--- src/rtl/spi_pkg.sv ---
// Shared constants and state encoding for the SPI frame scheduler.
// Holds the read opcode, default frame size and last sequential address.
package spi_pkg;

  localparam logic [7:0]  CMD_READ      = 8'h03;
  localparam int          DATA_SIZE_DEF = 8192;
  localparam logic [18:0] LAST_ADDR_DEF = 19'h4AC00;
  localparam int          TMO_CYCLES    = 64;

  typedef enum logic [2:0] {
    IDLE,
    ISSUE,
    WAIT_START,
    WAIT_DONE,
    NEXT
  } state_t;

endpackage

--- src/rtl/spi_tick_gen.sv ---
// Free-running scheduling tick: one-cycle pulse every PERIOD clocks.
// Counter restarts from zero on reset.
module spi_tick_gen #(
  parameter int PERIOD = 67108864
) (
  input  logic clk,
  input  logic rst,
  output logic tick
);

  localparam int W = (PERIOD > 1) ? $clog2(PERIOD) : 1;
  localparam logic [W-1:0] LAST = W'(PERIOD - 1);

  logic [W-1:0] cnt;

  // wrap the period counter at PERIOD-1
  always_ff @(posedge clk or posedge rst) begin
    if (rst) cnt <= '0;
    else if (cnt == LAST) cnt <= '0;
    else cnt <= cnt + W'(1);
  end

  assign tick = (cnt == LAST);

endmodule

--- src/rtl/spi_frame_sched.sv ---
// Frame read scheduler: issues one SPI read per layer on each tick.
// Optional WAIT_START timeout: define SPI_FRAME_SCHED_TIMEOUT_EN.
module spi_frame_sched
  import spi_pkg::*;
#(
  parameter int          DATA_SIZE = DATA_SIZE_DEF,
  parameter int          PERIOD    = 67108864,
  parameter logic [18:0] LAST_ADDR = LAST_ADDR_DEF
) (
  input  logic        clk,
  input  logic        rst,
  input  logic        layered,
  input  logic [31:0] frames,
  input  logic        rd_busy,
  output logic        rd_trig,
  output logic [31:0] rd_cmd,
  output logic        rd_accumulate,
  output logic [1:0]  layer,
  output logic        frame_done,
  output logic        overrun
);

  localparam logic [18:0] FB = 19'(DATA_SIZE / 8);

  state_t      state, state_n;
  logic [1:0]  layer_n;
  logic [18:0] ptr, ptr_n;
  logic [18:0] addr, addr_n;
  logic        acc_n;
  logic        mode, mode_n;
  logic        tick;
  logic        tmo_hit;
  logic [7:0]  fbyte;

  spi_tick_gen #(
    .PERIOD(PERIOD)
  ) u_tick (
    .clk (clk),
    .rst (rst),
    .tick(tick)
  );

`ifdef SPI_FRAME_SCHED_TIMEOUT_EN
  logic [5:0] tmo_cnt;

  // count cycles spent waiting for the reader to raise busy
  always_ff @(posedge clk or posedge rst) begin
    if (rst) tmo_cnt <= '0;
    else if (state == WAIT_START && !rd_busy) tmo_cnt <= tmo_cnt + 6'd1;
    else tmo_cnt <= '0;
  end

  assign tmo_hit = (state == WAIT_START) && !rd_busy
                && (tmo_cnt == 6'(TMO_CYCLES - 1));
`else
  assign tmo_hit = 1'b0;
`endif

  // state and per-read context registers
  always_ff @(posedge clk or posedge rst) begin
    if (rst) begin
      state         <= IDLE;
      layer         <= 2'd0;
      ptr           <= '0;
      addr          <= '0;
      rd_accumulate <= 1'b0;
      mode          <= 1'b0;
    end else begin
      state         <= state_n;
      layer         <= layer_n;
      ptr           <= ptr_n;
      addr          <= addr_n;
      rd_accumulate <= acc_n;
      mode          <= mode_n;
    end
  end

  // frame index byte for the layer about to be issued
  always_comb begin
    fbyte = frames[7:0];
    case (layer_n)
      2'd0: fbyte = frames[7:0];
      2'd1: fbyte = frames[15:8];
      2'd2: fbyte = frames[23:16];
      2'd3: fbyte = frames[31:24];
      default: fbyte = frames[7:0];
    endcase
  end

  // next-state, read context and pulse outputs
  always_comb begin
    state_n    = state;
    layer_n    = layer;
    ptr_n      = ptr;
    addr_n     = addr;
    acc_n      = rd_accumulate;
    mode_n     = mode;
    rd_trig    = 1'b0;
    frame_done = 1'b0;
    overrun    = (tick && state != IDLE) || tmo_hit;

    case (state)
      IDLE: begin
        if (tick) begin
          mode_n  = layered;
          layer_n = 2'd0;
          state_n = ISSUE;
        end
      end
      ISSUE: begin
        rd_trig = 1'b1;
        state_n = WAIT_START;
      end
      WAIT_START: begin
        if (rd_busy) state_n = WAIT_DONE;
        else if (tmo_hit) state_n = IDLE;
      end
      WAIT_DONE: begin
        if (!rd_busy) state_n = NEXT;
      end
      NEXT: begin
        if (mode && layer < 2'd2) begin
          layer_n = layer + 2'd1;
          state_n = ISSUE;
        end else begin
          frame_done = 1'b1;
          state_n    = IDLE;
          if (!mode) ptr_n = (ptr >= LAST_ADDR) ? '0 : ptr + FB;
        end
      end
      default: state_n = IDLE;
    endcase

    if (state_n == ISSUE && state != ISSUE) begin
      addr_n = mode_n ? 19'(fbyte) * FB : ptr;
      acc_n  = (layer_n != 2'd0);
    end
  end

  assign rd_cmd = {CMD_READ, 5'b0, addr};

endmodule
--- config.mk ---
export PLATFORM = sky130hd
export DESIGN_NAME = spi_frame_sched
export DESIGN_NICKNAME = d
export VERILOG_FILES = /design/src/rtl/spi_pkg.sv /design/src/rtl/spi_tick_gen.sv /design/src/rtl/spi_frame_sched.sv
export SDC_FILE = /design/constraint.sdc
export NUM_CORES = 1
export LEC_CHECK = 0
export ABC_AREA = 0
export CAP_MARGIN = 40
export CELL_PAD_IN_SITES_DETAIL_PLACEMENT = 1
export CELL_PAD_IN_SITES_GLOBAL_PLACEMENT = 1
export CORE_ASPECT_RATIO = 1.5
export CORE_MARGIN = 5
export CORE_UTILIZATION = 34
export CTS_BUF_LIST = sky130_fd_sc_hd__clkbuf_8 sky130_fd_sc_hd__clkbuf_16
export DETAILED_ROUTE_END_ITERATION = 8
export PLACE_DENSITY_LB_ADDON = 0.2
export SYNTH_ARGS = -nofsm -noshare
export SYNTH_HDL_FRONTEND = slang
export SYNTH_SLANG_ARGS = --single-unit
--- constraint.sdc ---
create_clock -name clk -period 2.5 [get_ports clk]
set_input_delay 0.25 -clock clk [delete_from_list [all_inputs] [get_ports clk]]
set_output_delay 0.25 -clock clk [all_outputs]
set_load 0.05 [all_outputs]
**Word level (Yosys, flattened, before mapping)**

Cells that the tools add are included.
Widths: inputs -> output; s select.

- Register bits: 71
- Input port bits: 36
- Output and inout bits: 38
- Word-level logic and storage cells: 49

- Add/subtract/negate cells: 3
- Order comparisons: 2
- Equality and inequality tests: 10
- Multiplexer cells: 17
- Bitwise operators: 2
- Reduce and logical (&&, ||, !) cells: 8

Operators with widths:

| operator | count |
|---|---|
| $mux 19 | 2 |
| $pmux 8 s4 | 1 |
| $add 26x1->26 const B | 1 |
| $eq 26x26->1 const B | 1 |
| $mux 26 | 1 |
| $add 19x11->19 const B | 1 |
| $ge 19x19->1 const B | 1 |
| $pmux 3 s5 | 1 |
| $mux 3 | 3 |
| $eq 3x1->1 const B | 2 |
| $eq 3x2->1 const B | 2 |
| $mux 1 | 6 |
| $eq 2x2->1 const B | 2 |
| $mux 2 | 2 |
| $pmux 2 s2 | 1 |
| $eq 3x3->1 const B | 1 |
| $logic_and 1x1->1 | 3 |
| $logic_not 3->1 | 1 |
| $ne 3x1->1 const B | 1 |
| $reduce_and 3->1 | 1 |
| $reduce_bool 3->1 | 1 |
| $add 2x1->2 const B | 1 |
| $eq 2x1->1 const B | 1 |
| $logic_not 2->1 | 1 |
| other kinds (3) | 4 |

**Depth between registers and ports, before layout**

Gate-level depths: netlist of run 1.

- Depth after elaboration: 7
- Depth in mapped cells: 9
- Mapped depth without buffers: 8

**Modules after synthesis**

From an unflattened synthesis of run 1, not the netlist that was laid out.

- Cell total of the unflattened synthesis: 313
- Area, all modules: 2985.4 µm²

Modules (own cells, without submodules):

| module | times used | cells each | area an instance (µm²) | sequential area each (µm²) |
|---|---|---|---|---|
| spi_frame_sched | 1 | 182 | 1697.9 | 650.6 |
| spi_tick_gen | 1 | 131 | 1287.5 | 650.6 |

**Worst setup path after synthesis of run 1**

No wires, ideal clock.

- Path kind: register to register
- From: register u_tick.cnt[0]
- To: register addr[11]
- Setup time: 0.142 ns
- Arrival time: 2.436 ns
- Required time: 2.358 ns
- Path slack: -0.078 ns
- Cell stages (with the launch flop): 9
- Buffers on the path: 0
- Clock period less this slack: 2.578 ns
- Path through: dfrtp_1 > ha_1 > nand3_2 > or4_4 > or2_4 > a221oi_4 > inv_4 > o311ai_1 > o221ai_1

- Word-level cells in the longest chain between the ends: 6
- Elaborated cells between the ends (all ways): 15
- Those cells by class: 5 x eq/ne; 8 x mux; 2 x reduce/logical

RTL lines:

| what | line | text |
|---|---|---|
| from (decl) | spi_tick_gen.sv:14 | `logic [W-1:0] cnt;` |
| from (signal assigned) | spi_tick_gen.sv:20 | `else cnt <= cnt + W'(1);` |
| $eq 26x26->1 (*) | spi_tick_gen.sv:23 | `assign tick = (cnt == LAST);` |
| $mux 2 (*) | spi_frame_sched.sv:104 | `if (tick) begin` |
| $pmux 2 s2 (*) | spi_frame_sched.sv:102 | `case (state)` |
| named net layer_n[0] | spi_frame_sched.sv:26 | `logic [1:0] layer_n;` |
| $eq 2x2->1, or another cell as far along | spi_frame_sched.sv:81 | `case (layer_n)` |
| $pmux 8 s4 (*) | spi_frame_sched.sv:81 |  |
| $mux 19 (*) | spi_frame_sched.sv:135 | `addr_n = mode_n ? 19'(fbyte) * FB : ptr;` |
| to (signal assigned) | spi_frame_sched.sv:72 | `addr <= addr_n;` |
| to (decl) | spi_frame_sched.sv:28 | `logic [18:0] addr, addr_n;` |

The timed path passes the listed nets; every way through them passes the cells marked *.
A chain may end at the register's enable or synchronous reset.

**Final worst setup path of run 1**

- From: register u_tick.cnt[1]
- To: register addr[11]

The elaborated chain is that of the path after synthesis.

==> results of run 1 <==
==> what timing repair did <==
action / 4_1_cts / 5_1_grt
hold endpoints to repair: 0 / 0
setup endpoints to repair: 3 / 8
pin swaps: 0 / 1
buffers inserted: 1 / 3
gates resized for setup: 0 / 6
==> area by class of cell <==
class | count | area (um^2) | area share (%)
Clock inverter | 3 | 18.8 | 0.471
Clock buffer | 5 | 125 | 3.14
Inverter | 14 | 55.1 | 1.38
Tap cell | 110 | 138 | 3.45
Multi-Input combinational cell | 233 | 1510 | 37.8
Sequential cell | 52 | 1300 | 32.7
Timing Repair Buffer | 89 | 841 | 21.1
==> power by group through the flow <==
stage / sequential (uW) / clock, uW / combinational [uW]
2_1_floorplan: 1340 / 0 / 365
3_3_place_gp: 1070 / 0 / 995
3_5_place_dp: 1060 / 0 / 1010
4_1_cts: 1050 / 710 / 1010
5_1_grt: 1070 / 751 / 1080
6_report: 1050 / 689 / 1010
==> final timing paths <==
kind	start	endpoint	slack, ns	depth (start not counted)
setup / recovery	u_tick.cnt[1]	addr[11]	0.07	8
setup reg to reg	u_tick.cnt[1]	addr[11]	0.07	8
hold reg to reg	ptr[16]	ptr[16]	0.48	1
hold / removal	rst	layer[1]	0.40	2
min in group clk	ptr[16]	ptr[16]	0.48	1
max in group asynchronous	rst	u_tick.cnt[21]	1.53	3
==> logic make-up (layout without fill, tap and decap cells) <==
logic type,count (synthesis),count (layout),share of synthesized area (%)
flip-flops,52,52,43.5
XOR/XNOR,23,23,6.73
adder cells (fa/ha/maj),3,3,1.25
AO/OA/AOI/OAI,71,71,17.5
buffers and inverters,47,111,8.74
other,2,13,0.251
AND/OR/NAND/NOR,123,123,22.1
==> layout by cell type (no fill, tap or decap), types with 6 or more instances in the layout <==
master and instances:
inv_1 12, conb_1 13, nand3_1 10, o31ai_1 6, xor2_1 19, clkdlybuf4s50_1 59, dfrtp_1 51, o21ai_0 18
buf_4 28, nand2_1 28, nand3b_1 6, a211oi_1 9, nand4_1 11, a21boi_0 11, nor3_1 10, nor2_1 27
==> per-stage QoR <==
stage	hold slack [ns]	util [%]	setup slack, ns
after floorplan	0.320	-	0.00749
after global placement	0.475	43.5	0.0792
after detailed placement	0.478	43.5	-0.0363
after CTS	0.430	45.3	0.0135
after global routing	0.473	45.7	-0.0143
final	0.399	45.7	0.0651
==> layer usage <==
layer,vias to the layer above,routed length (um),global-route usage (%)
li1,1255,-,-
met1,1277,3310,18.0
met2,47,4810,31.3
met3,6,277,2.71
met4,0,111,4.68
met5,-,0,0
==> state kept, by name, summed over array words and instances, names as in the netlist <==
name	count
addr	10
rd_accumulate	1
u_tick.cnt	26
ptr	9
layer	2
mode	1
state	3
==> critical path: cells and delay by family (launching register included) <==
kind / cells / cell delay, ns
buf+inv: 1 / 0.11
fa+ha+maj: 1 / 0.17
simple gates: 3 / 0.90
compound gates: 3 / 0.74
flops: 1 / 0.39
==> results.txt, run 1 <==
The final layout contains 434 nets. The share of the Yosys chip area taken by registers is 43.5%. The count of cells in the finished layout, fillers not included, comes to 506. Setup violations remaining at the end of the flow were counted as 0.

The run gives 438 uV as the peak supply drop. For this configuration, the core starts out at a cell density of 34.3%. The die is 125 um tall. The number of synthesis warnings is 0, and the total count of max-transition violations in the final report is 0. Final sum of negative setup slack: 0 ns.

The run gives 1034 as the total of fill cells in the finished design. The synthesized area divided by synthesized cell count came out at 9.32 um^2. After detailed routing, the number of vias per cell comes to 5.11.

Buffers placed on the I/O ports in this run total 60. The placed instance area is 3800 um^2, and the fraction of final layout cells sized beyond drive strength 1 is 13.9%. STA classifies the critical path startpoint as a register. Hold repair after CTS inserted 0 buffers.

The tools report the initial antenna violation count as 0. The worst-margin pin slew was 0.711 ns; the core box area was 8720 um^2. The logs give 4 for the number of iterations in the first detailed-routing pass and 0.00171 uW for the leakage dissipation.

The register bit total from synthesis came out at 52. By area the synthesized netlist is led by dfrtp_1 43%, xor2_1 5.6%, buf_4 5.5%. For this design the ratio of total power to cell area is 689 nW/um^2. The antenna diode instance count is 0. During I/O placement, the number of pins put on the boundary was 74. In this run the horizontal extent of the chip is 86.6 um. The tools report the via count as 2585. In this run the power spent charging and discharging nets is 1050 uW. The count of nets left with antenna violations once routing finished came out at 0.

In the synthesized netlist the dominant register cell turns out to be dfrtp_1. Derived from the worst setup path, the maximum achievable clock frequency is 411 MHz. The setup path with the least slack is of type reg -> reg. The clock network burns 25.1% of the power. The flow ran to the end, and the final reports show no timing, DRC or antenna violations. The number of global-route vias before repair is 2864. The slowest cell on the critical path was or4_4. The internal power of the cells totals 1700 uW. The total overflow left after global routing is 0.

After layout, the minimum clock period comes to 2.43 ns. The class of the tightest hold or removal check was in -> async. For the number of placed cells counting well taps, the log shows 494. The final estimated routing congestion in global placement is 0.795, and the fraction of power consumed by combinational cells is 36.6%.

The run gives 0 as the final number of hold-violating endpoints. After synthesis, the most frequently instantiated cells are 52 x dfrtp_1, 28 x nand2_1, 27 x nor2_1. The count of routing violations after the opening detailed-route iteration is 72, and the final clock skew is 0.00655 ns. Entering global routing, the biggest net connects 33 pins. In the global route stage, overall resource usage came out at 16.4%. The number of H-tree levels is 2.

Clock-pin slew was measured on the worst setup and hold paths at 0.07 ns. Data on the critical path is required at its endpoint by 2.66 ns. The most frequent cell after synthesis is dfrtp_1.

The gate count of the mapped netlist came out at 321. The relative area change from synthesis to final layout is 33.3%. TritonCTS built the clock tree.

After detailed routing, the total wire length is 8510 um. The tools report the distinct cell type count of the synthesized netlist as 51. In this run the biggest area consumer among cell types represents 43.5% of the synthesized area. Headroom to the max-slew limit came out at 52.5%. Summing every instance area after synthesis gives 2990 um^2.

The number of enable flip-flop cells after synthesis was 0. The worst setup path is captured at a register. The most area-hungry cell type in the Yosys netlist was dfrtp_1. The total power consumption of the routed design came out at 2750 uW. Data arrives at the worst endpoint at 2.60 ns. Clock latency on the worst-skew pair, taken at its later pin, is 0.29 ns. For this design, the sink count on the clock tree is 52. Counting along the longest clock path gives a buffer depth of 2. Of the total power, registers draw 38.3%.

The fraction of registers with async set/reset was 100%. The tools report the half-perimeter wire length after detailed placement as 6730 um. Dividing the detail-routed wire length by the instance count gives 16.8 um.

Of the total power, the share spent switching nets is 38.2%. After detailed routing, the number of remaining DRC violations is 0. Summing all non-filler instances in the final layout gives an area of 3990 um^2. The first global-routing pass estimated 14000 um of wire. Walking the worst path, the cells encountered are ha_4 > nand3_4 > or4_4 > or2_4 > a221oi_4 > inv_4 > o311ai_1 > o221ai_1.

TritonCTS created 5 clock buffers. Max-cap violations in this run came to 0. The final cycle utilization of the critical path was 97.4%. The largest single stage delay on the critical path is 0.55 ns. In this run the core area contains 42 standard-cell rows. Setup repair after global routing could not meet its margin everywhere. The tools report the area of the die as 10800 um^2.

Of all nets on the critical path, the largest fanout is 8. In this run the clock root is driven by a clkbuf_16.
Note: power is estimated with default switching activity, not from simulation.
==> run 2: changes to the inputs <==
Settings changed: CAP_MARGIN 40 to unset.
==> results of run 2 <==
Same layout as run 1: the final DEF is identical, and so are final timing and power.
==> run 3: changes to the inputs <==
Settings changed: CTS_CLUSTER_SIZE set to 30.
==> results of run 3 <==
Same layout as run 1: the final DEF is identical, and so are final timing and power.
